File: config.mk
export PLATFORM = sky130hd
export DESIGN_NAME = ftc_bus_dec_flat
export DESIGN_NICKNAME = d
export VERILOG_FILES = /design/src/rtl/ftc_pkg.sv /design/src/rtl/ftc_bus_dec_if.sv /design/src/rtl/ftc_grp_dec.sv /design/src/rtl/ftc_bus_dec.sv /design/src/flat_wrapper.sv
export SDC_FILE = /design/constraint.sdc
export NUM_CORES = 1
export LEC_CHECK = 0
export CAP_MARGIN = 20
export CORE_MARGIN = 2
export CORE_UTILIZATION = 49
export DETAILED_ROUTE_END_ITERATION = 7
export GPL_ROUTABILITY_DRIVEN = 0
export PLACE_DENSITY = 0.89
export SYNTH_ARGS = -nofsm -noshare
export SYNTH_HDL_FRONTEND = slang
export SYNTH_SLANG_ARGS = --single-unit
File: constraint.sdc
create_clock -name clk -period 5.4 [get_ports clk]
set_clock_uncertainty 0.2 [all_clocks]
set_input_delay 1.08 -clock clk [delete_from_list [all_inputs] [get_ports clk]]
set_output_delay 1.08 -clock clk [all_outputs]
set_load 0.1 [all_outputs]
File: src/rtl/ftc_pkg.sv
// Shared Forbidden-Transition-Code definitions used by the bus encoder and decoder.
// Holds the codeword/data widths and the 8-entry codebook, indexed by data value,
// plus a small encode helper so both ends of the link share one table.
package ftc_pkg;

    localparam int unsigned FTC_CODE_W    = 4;
    localparam int unsigned FTC_DATA_W    = 3;
    localparam int unsigned FTC_NUM_CODES = 8;

    typedef logic [FTC_CODE_W-1:0] ftc_code_t;
    typedef logic [FTC_DATA_W-1:0] ftc_data_t;

    // Entry i is the codeword that carries data value i.
    localparam ftc_code_t FTC_CODEBOOK [FTC_NUM_CODES] = '{
        4'b0000, 4'b0100, 4'b0001, 4'b0101,
        4'b0111, 4'b1100, 4'b1101, 4'b1111
    };

    function automatic ftc_code_t ftc_encode(input ftc_data_t data);
        return FTC_CODEBOOK[data];
    endfunction

endpackage

File: src/rtl/ftc_bus_dec_if.sv
// Stream interface of the FTC bus decoder.
//  in_valid/in_ready/in_code     : codeword word from the wire capture flops
//  out_valid/out_ready/out_data  : decoded word towards the consumer
//  out_err                       : per-group invalid-codeword flags
// master drives codewords and consumes decoded data; slave is the decoder.
interface ftc_bus_dec_if #(
    parameter int unsigned GROUPS = 4
);

    logic                                     in_valid;
    logic                                     in_ready;
    logic [ftc_pkg::FTC_CODE_W*GROUPS-1:0]    in_code;
    logic                                     out_valid;
    logic                                     out_ready;
    logic [ftc_pkg::FTC_DATA_W*GROUPS-1:0]    out_data;
    logic [GROUPS-1:0]                        out_err;

    modport master (
        output in_valid, in_code, out_ready,
        input  in_ready, out_valid, out_data, out_err
    );

    modport slave (
        input  in_valid, in_code, out_ready,
        output in_ready, out_valid, out_data, out_err
    );

endinterface

File: src/rtl/ftc_grp_dec.sv
// Combinational decoder for one 4-bit FTC codeword.
//  code    in  4  codeword
//  data    out 3  decoded value (0 when the codeword is not in the codebook)
//  code_ok out 1  codeword is a member of the codebook
module ftc_grp_dec
    import ftc_pkg::*;
(
    input  ftc_code_t code,
    output ftc_data_t data,
    output logic      code_ok
);

    always_comb begin
        data    = '0;
        code_ok = 1'b0;
        // Codebook entries are distinct, so at most one entry matches.
        for (int unsigned i = 0; i < FTC_NUM_CODES; i++) begin
            if (code == FTC_CODEBOOK[i]) begin
                data    = FTC_DATA_W'(i);
                code_ok = 1'b1;
            end
        end
    end

endmodule

File: src/rtl/ftc_bus_dec.sv
// Multi-group FTC bus decoder with a registered valid/ready output stage.
//  clk        in   rising-edge clock
//  rst        in   asynchronous reset, active high
//  bus        slave modport of ftc_bus_dec_if (codeword in, decoded word out)
//  clr_err    in   synchronous clear of err_sticky/err_cnt
//  err_sticky out  set by any accepted word with an invalid group
//  err_cnt    out  saturating count of accepted words with an invalid group
// HOLD_ON_ERR selects what an invalid group decodes to: 0 -> zero, 1 -> the
// last valid value seen on that group.
module ftc_bus_dec
    import ftc_pkg::*;
#(
    parameter int unsigned GROUPS      = 4,
    parameter int unsigned ERR_CNT_W   = 8,
    parameter bit          HOLD_ON_ERR = 1'b0
) (
    input  logic                 clk,
    input  logic                 rst,
    ftc_bus_dec_if.slave         bus,
    input  logic                 clr_err,
    output logic                 err_sticky,
    output logic [ERR_CNT_W-1:0] err_cnt
);

    localparam int unsigned DW = FTC_DATA_W * GROUPS;

    logic [DW-1:0]        dec_data;
    logic [GROUPS-1:0]    dec_ok;
    logic [DW-1:0]        word_data;
    logic [GROUPS-1:0]    word_err;
    logic [DW-1:0]        hold_d, hold_q;
    logic [DW-1:0]        out_data_q;
    logic [GROUPS-1:0]    out_err_q;
    logic                 out_valid_q;
    logic                 accept;
    logic                 err_hit;
    logic [ERR_CNT_W-1:0] err_cnt_d, err_cnt_q;
    logic                 err_sticky_d, err_sticky_q;

    for (genvar g = 0; g < GROUPS; g++) begin : g_dec
        ftc_grp_dec u_grp_dec (
            .code    (bus.in_code[g*FTC_CODE_W +: FTC_CODE_W]),
            .data    (dec_data[g*FTC_DATA_W +: FTC_DATA_W]),
            .code_ok (dec_ok[g])
        );
    end

    // Output register can take a new word when empty or being drained.
    assign bus.in_ready = !out_valid_q || bus.out_ready;
    assign accept       = bus.in_valid && bus.in_ready;

    always_comb begin
        word_data = '0;
        hold_d    = hold_q;
        for (int unsigned g = 0; g < GROUPS; g++) begin
            if (dec_ok[g]) begin
                word_data[g*FTC_DATA_W +: FTC_DATA_W] = dec_data[g*FTC_DATA_W +: FTC_DATA_W];
                hold_d[g*FTC_DATA_W +: FTC_DATA_W]    = dec_data[g*FTC_DATA_W +: FTC_DATA_W];
            end else if (HOLD_ON_ERR) begin
                word_data[g*FTC_DATA_W +: FTC_DATA_W] = hold_q[g*FTC_DATA_W +: FTC_DATA_W];
            end
        end
    end

    assign word_err = ~dec_ok;
    assign err_hit  = accept && (|word_err);

    always_ff @(posedge clk or posedge rst) begin
        if (rst) begin
            out_valid_q <= 1'b0;
            out_data_q  <= '0;
            out_err_q   <= '0;
            hold_q      <= '0;
        end else if (accept) begin
            out_valid_q <= 1'b1;
            out_data_q  <= word_data;
            out_err_q   <= word_err;
            hold_q      <= hold_d;
        end else if (bus.out_ready) begin
            // Drain: data stays, only the valid flag drops.
            out_valid_q <= 1'b0;
        end
    end

    // A clear that coincides with an erroneous accept keeps that new error.
    always_comb begin
        err_cnt_d    = err_cnt_q;
        err_sticky_d = err_sticky_q | err_hit;
        if (clr_err) begin
            err_cnt_d    = err_hit ? ERR_CNT_W'(1) : '0;
            err_sticky_d = err_hit;
        end else if (err_hit && (err_cnt_q != {ERR_CNT_W{1'b1}})) begin
            err_cnt_d = err_cnt_q + ERR_CNT_W'(1);
        end
    end

    always_ff @(posedge clk or posedge rst) begin
        if (rst) begin
            err_cnt_q    <= '0;
            err_sticky_q <= 1'b0;
        end else begin
            err_cnt_q    <= err_cnt_d;
            err_sticky_q <= err_sticky_d;
        end
    end

    assign bus.out_valid = out_valid_q;
    assign bus.out_data  = out_data_q;
    assign bus.out_err   = out_err_q;
    assign err_cnt       = err_cnt_q;
    assign err_sticky    = err_sticky_q;

endmodule

File: src/flat_wrapper.sv
// flat-port wrapper written by rule: the top's interface ports become plain ports
module ftc_bus_dec_flat import ftc_pkg::*;
#(
    parameter int unsigned GROUPS      = 4,
    parameter int unsigned ERR_CNT_W   = 8,
    parameter bit          HOLD_ON_ERR = 1'b0
)
  (clk, rst, clr_err, err_sticky, err_cnt, bus_in_valid, bus_in_code, bus_out_ready, bus_in_ready, bus_out_valid, bus_out_data, bus_out_err);
  ftc_bus_dec_if #(.GROUPS(GROUPS)) bus_i ();
  input  logic clk;
  input  logic rst;
  input  logic clr_err;
  output logic err_sticky;
  output logic [ERR_CNT_W-1:0] err_cnt;
  input wire logic [$bits(bus_i.in_valid)-1:0] bus_in_valid;
  input wire logic [$bits(bus_i.in_code)-1:0] bus_in_code;
  input wire logic [$bits(bus_i.out_ready)-1:0] bus_out_ready;
  output wire logic [$bits(bus_i.in_ready)-1:0] bus_in_ready;
  output wire logic [$bits(bus_i.out_valid)-1:0] bus_out_valid;
  output wire logic [$bits(bus_i.out_data)-1:0] bus_out_data;
  output wire logic [$bits(bus_i.out_err)-1:0] bus_out_err;
  assign bus_i.in_valid = bus_in_valid;
  assign bus_i.in_code = bus_in_code;
  assign bus_i.out_ready = bus_out_ready;
  assign bus_in_ready = bus_i.in_ready;
  assign bus_out_valid = bus_i.out_valid;
  assign bus_out_data = bus_i.out_data;
  assign bus_out_err = bus_i.out_err;
  ftc_bus_dec #(.GROUPS(GROUPS), .ERR_CNT_W(ERR_CNT_W), .HOLD_ON_ERR(HOLD_ON_ERR)) u_core (.clk(clk), .rst(rst), .bus(bus_i), .clr_err(clr_err), .err_sticky(err_sticky), .err_cnt(err_cnt));
endmodule
# After elaboration in Yosys (flattened, before gate mapping)
# Index checks and enable logic that the tools add are counted.
[totals] ram_bits=0 n_memories=0 rom_bits=0 output_inout_bits=27 latchBits=0 regBits=26 wordCells=119
[op_classes] n_mux=70 n_div=0 eq_ne=29 multipliers=0 order_cmp=0 shift=0 add_sub_neg=1 reduce_logical=12 bitwise=2
[op_table] operator="3-bit 2-to-1 mux" count=28
[op_table] operator="4-bit by 3-bit equality test with 1-bit output (second input constant)" count=12
[op_table] operator="4-bit equality test (second input constant)" count=12
[op_table] operator="1-bit 2-to-1 mux" count=40
[op_table] operator="4-bit by 1-bit equality test with 1-bit output (second input constant)" count=4
[op_table] operator="4-bit logical NOT" count=4
[op_table] operator="8-bit 2-to-1 mux" count=2
[op_table] operator="8-bit by 1-bit adder with 8-bit output (second input constant)" count=1
[op_table] operator="8-bit != test (second input constant)" count=1
[op_table] operator="4-bit NOT" count=1
[op_table] operator="2-bit nonzero test" count=2
[op_table] operator="4-bit OR reduction" count=1
[op_table] operator="1-bit logical AND" count=3
[op_table] operator="1-bit logical NOT" count=1
[op_table] operator="1-bit logical OR" count=1
[op_table] operator="1-bit bitwise OR" count=1

# Depth between registers and ports, before layout
[depth] depth_word=15 mapped_depth=6 mapped_depth_nobuf=6

# By module
# From an unflattened synthesis, not the netlist that was laid out.
[unflattened] cells_unflattened=163 area_unflattened_um2=1435.1
[modules_own_cells] module="ftc_bus_dec" seq_area_each_um2=650.6 area_per_inst_um2=1149.9 cells_per_inst=123 instances=1
[modules_own_cells] module="ftc_grp_dec" seq_area_each_um2=0.0 area_per_inst_um2=71.3 cells_per_inst=10 instances=4

# Least setup slack after synthesis
# Ideal clock, no wire load.
[synth_timing] path_kind="in2reg" from="input port bus_out_ready" to="register u_core.err_cnt_q[4] (netlist: u_core.err_cnt[4])" required_time_ns=5.075 path_buffers=0 slack_ns=2.033 t_arrival_ns=3.042 path_stages=5 path_cell_list="nand2b_1 -> nand2_1 -> nor2_1 -> nor4bb_4 -> mux2_4"
[synth_via] elab_chain_cells=5
[synth_lines] element="start, declared" line="flat_wrapper.sv:17" source="input wire logic [$bits(bus_i.out_ready)-1:0] bus_out_ready;"
[synth_lines] element="1-bit logical OR" line="ftc_bus_dec.sv:49" source="assign bus.in_ready = !out_valid_q || bus.out_ready;"
[synth_lines] element="1-bit logical AND" line="ftc_bus_dec.sv:50" source="assign accept = bus.in_valid && bus.in_ready;"
[synth_lines] element="1-bit logical AND" line="ftc_bus_dec.sv:66" source="assign err_hit = accept && (|word_err);"
[synth_lines] element="1-bit logical AND" line="ftc_bus_dec.sv:92" source="end else if (err_hit && (err_cnt_q != {ERR_CNT_W{1'b1}})) begin"
[synth_lines] element="2-bit nonzero test (no source line)"
[synth_lines] element="end signal, assigned" line="ftc_bus_dec.sv:102" source="err_cnt_q <= err_cnt_d;"
[synth_lines] element="end, declared" line="ftc_bus_dec.sv:37" source="logic [ERR_CNT_W-1:0] err_cnt_d, err_cnt_q;"
# No other way between the ends.
# A chain may end at the register's enable or synchronous reset.

# Final worst setup path
[layout_timing] from="input port bus_out_ready" to="output port bus_in_ready"
[layout_via] elab_chain_cells=1
[layout_lines] element="1-bit logical OR" line="ftc_bus_dec.sv:49"
[layout_lines] element="end, declared" line="flat_wrapper.sv:18" source="output wire logic [$bits(bus_i.in_ready)-1:0] bus_in_ready;"
# No other way between the ends.

==> impl_metrics.yaml <==
power_and_ir_drop:
  p_leak_uw: 0.000867
  finalPower_uw: 572
  ir_worst_vdd_uv: 223
  p_per_area_nw_per_um2: 292
placement:
  dp.cells: 225
  io_buffers: 47
  dpl.hpwl_um: 2450
  dp_slack_ns: 1.29
timing:
  fmax_mhz: 244
  setup_tns_ns: 0
  fin_crit_ns: 4.10
  hold_ws_ns: 0.290
  setup_ws_ns: 1.30
  max_slew_margin: 0.335
  drv_slew: 0
  grt_setup_unrepaired: "false"
  worst_pin_slew_ns: 0.995
  final_hold_viol_count: 0
  setup_viol: 0
  fin_crit_sh: 0.760
global_route:
  grt-ovfl-total: 0
  grt_pass1_wl_um: 5290
  grt_use_total: 0.203
  grt_pass1_vias: 1167
  grt_start_max_net_pins: 35
  antenna_found_initial: 0
job:
  cap_viol_max_count: 0
routing:
  finalWirelength_um: 3270
  vias: 1293
  dr.first_iter.drc_count: 33
  routedWlPerCell_um: 14.2
  firstDrtPassIters: 4
  drc_errors: 0
  antenna_left: 0
  vias_per_cell: 5.62
critical_path:
  r2r-start: "u_core.bus.out_valid"
  critical_path_class: "primary input to output port"
  cp_max_fo: 4
  crit_path_start: "bus_out_ready"
  startpoint_type: "primary input"
  end_kind: "output port"
  arrival_ns: 2.82
  crit_required_ns: 4.12
cts:
  path_clk_slew_ns: 0.13
  ctsHtreeMaxLevel: 1
  holdBufCountCts: 0
  clock_sinks: 26
  cts_tree: "done"
  cts_root_buffer: "clkbuf_4"
  clock_latency_ns: 0.34
  cts_buffers: 3
  postCtsSetupBuffers: 0
  clk_path_buf_depth: 2
  cts_resized: 0
logic_synthesis:
  synth-seq-cells: 26
  yosys-top-cells-area: "dfrtp_1 (45%), nand2_1 (5.8%), o21ai_0 (4.5%)"
  netlist_instances: 153
  synth_top_area_frac: 0.454
  yosysWarnings: 0
  ys_types: 35
  avgSynthCellArea_sq_um: 9.36
  syn_nets: 175
  yosysTopAreaCell: "dfrtp_1"
  syn-cell-area_sq_um: 1430
  ys_seq_area_frac: 0.454
final_layout:
  fin_nets: 222
  diodes: 0
  synthToLayoutAreaGrowth_pct: 37.0
  drive_gt1_frac: 0.0905
  final_cells: 230
min_path:
  worstHoldStart: "u_core.bus.out_data[7]"
  worstHoldPathType: "flip-flop to flip-flop"
status:
  outcome: "completed"
floorplan:
  die_w_um: 58.1
  ios: 48
  die_h_um: 58.1
  num_rows: 19
  floorplan.initialDensity: 0.520
  core-area_sq_um: 2760
  design.die.area_sq_um: 3370
## cell type report
class / instances / area (sq um)
multi-input cells: 115 / 729
repair buffers: 48 / 485
clock buffers: 4 / 36.3
fillers: 218 / 795
well taps: 31 / 38.8
inverters: 6 / 22.5
flip-flops and latches: 26 / 651
## worst max-delay path: stages
cell,delay (ns)
clkdlybuf4s50_1,0.44
nand2b_1,0.15
clkdlybuf4s50_1,1.15
## routing by layer
layer / vias up / track usage / wire length [um]
met5: - / 0 / 0
met4: 0 / 0.0498 / 32
met3: 3 / 0.0357 / 190
met2: 39 / 0.346 / 1650
met1: 620 / 0.269 / 1400
li1: 631 / - / -
## stage by stage
stage	utilization	area [sq um]
floorplan	-	1430
global placement	0.693	1910
detailed placement	0.693	1910
CTS	0.706	1950
global route	0.712	1960
finish	0.712	1960
## layout by cell type (no fill, tap or decap), types with 4 or more instances in the layout
cell             instances
mux2i_1                  4
clkdlybuf4s50_1         47
nand2_1                 22
nor2b_1                  4
and3_1                   4
a22o_1                   4
nor2_1                  12
and2b_1                  4
nand3_1                  8
inv_1                    6
o21ai_0                 13
a21oi_2                  4
a21oi_1                 10
dfrtp_1                 26
## kinds of logic (layout without fill, tap and decap cells)
family / Yosys count / after routing / synth area share
fa+ha+maj: 1 / 1 / 0.00873
flops: 26 / 26 / 0.454
simple gates: 69 / 69 / 0.273
mux: 8 / 8 / 0.0672
compound gates: 37 / 37 / 0.160
buf+inv: 12 / 58 / 0.0367
## state kept, by name, indices dropped and copies added, names as in the netlist
signal / count
u_core.bus.out_data: 12
u_core.err_cnt: 8
u_core.bus.out_err: 4
u_core.bus.out_valid: 1
u_core.err_sticky: 1
## power by group
group	switching (uW)	internal, uW	total (uW)	leakage, uW
Sequential	12.2	212	225	0.000338
Combinational	184	62.9	247	0.000508
Clock	59.8	41.4	101	0.0000210
## Yosys cell counts, drive strengths merged
master,n
a211oi,1
nor2b,4
and2,1
buf,1
dfrtp,26
inv,6
nor4bb,1
o211ai,1
nand2,22
nand2b,3
nor4b,1
and3,5
and4,2
mux2i,4
o41ai,1
nand3,8
and2b,4
o22ai,1
nand4,3
o31ai,1
nand3b,1
nor2,12
a21oi,14
o21ai,13
a31oi,1
a22o,4
ha,1
nor3,2
clkbuf,5
mux2,4
## path summary, 6_finish.rpt
path	to	slack, ns	depth (start not counted)
setup / recovery	bus_in_ready	1.30	3
max in group asynchronous	u_core.bus.out_data[4]	3.67	3
min in group asynchronous	u_core.err_cnt[2]	0.84	2
hold / removal	u_core.bus.out_data[7]	0.29	2
hold reg to reg	u_core.bus.out_data[7]	0.29	2
setup reg to reg	u_core.err_cnt[4]	2.83	5
Note: power is estimated with default switching activity, not from simulation.
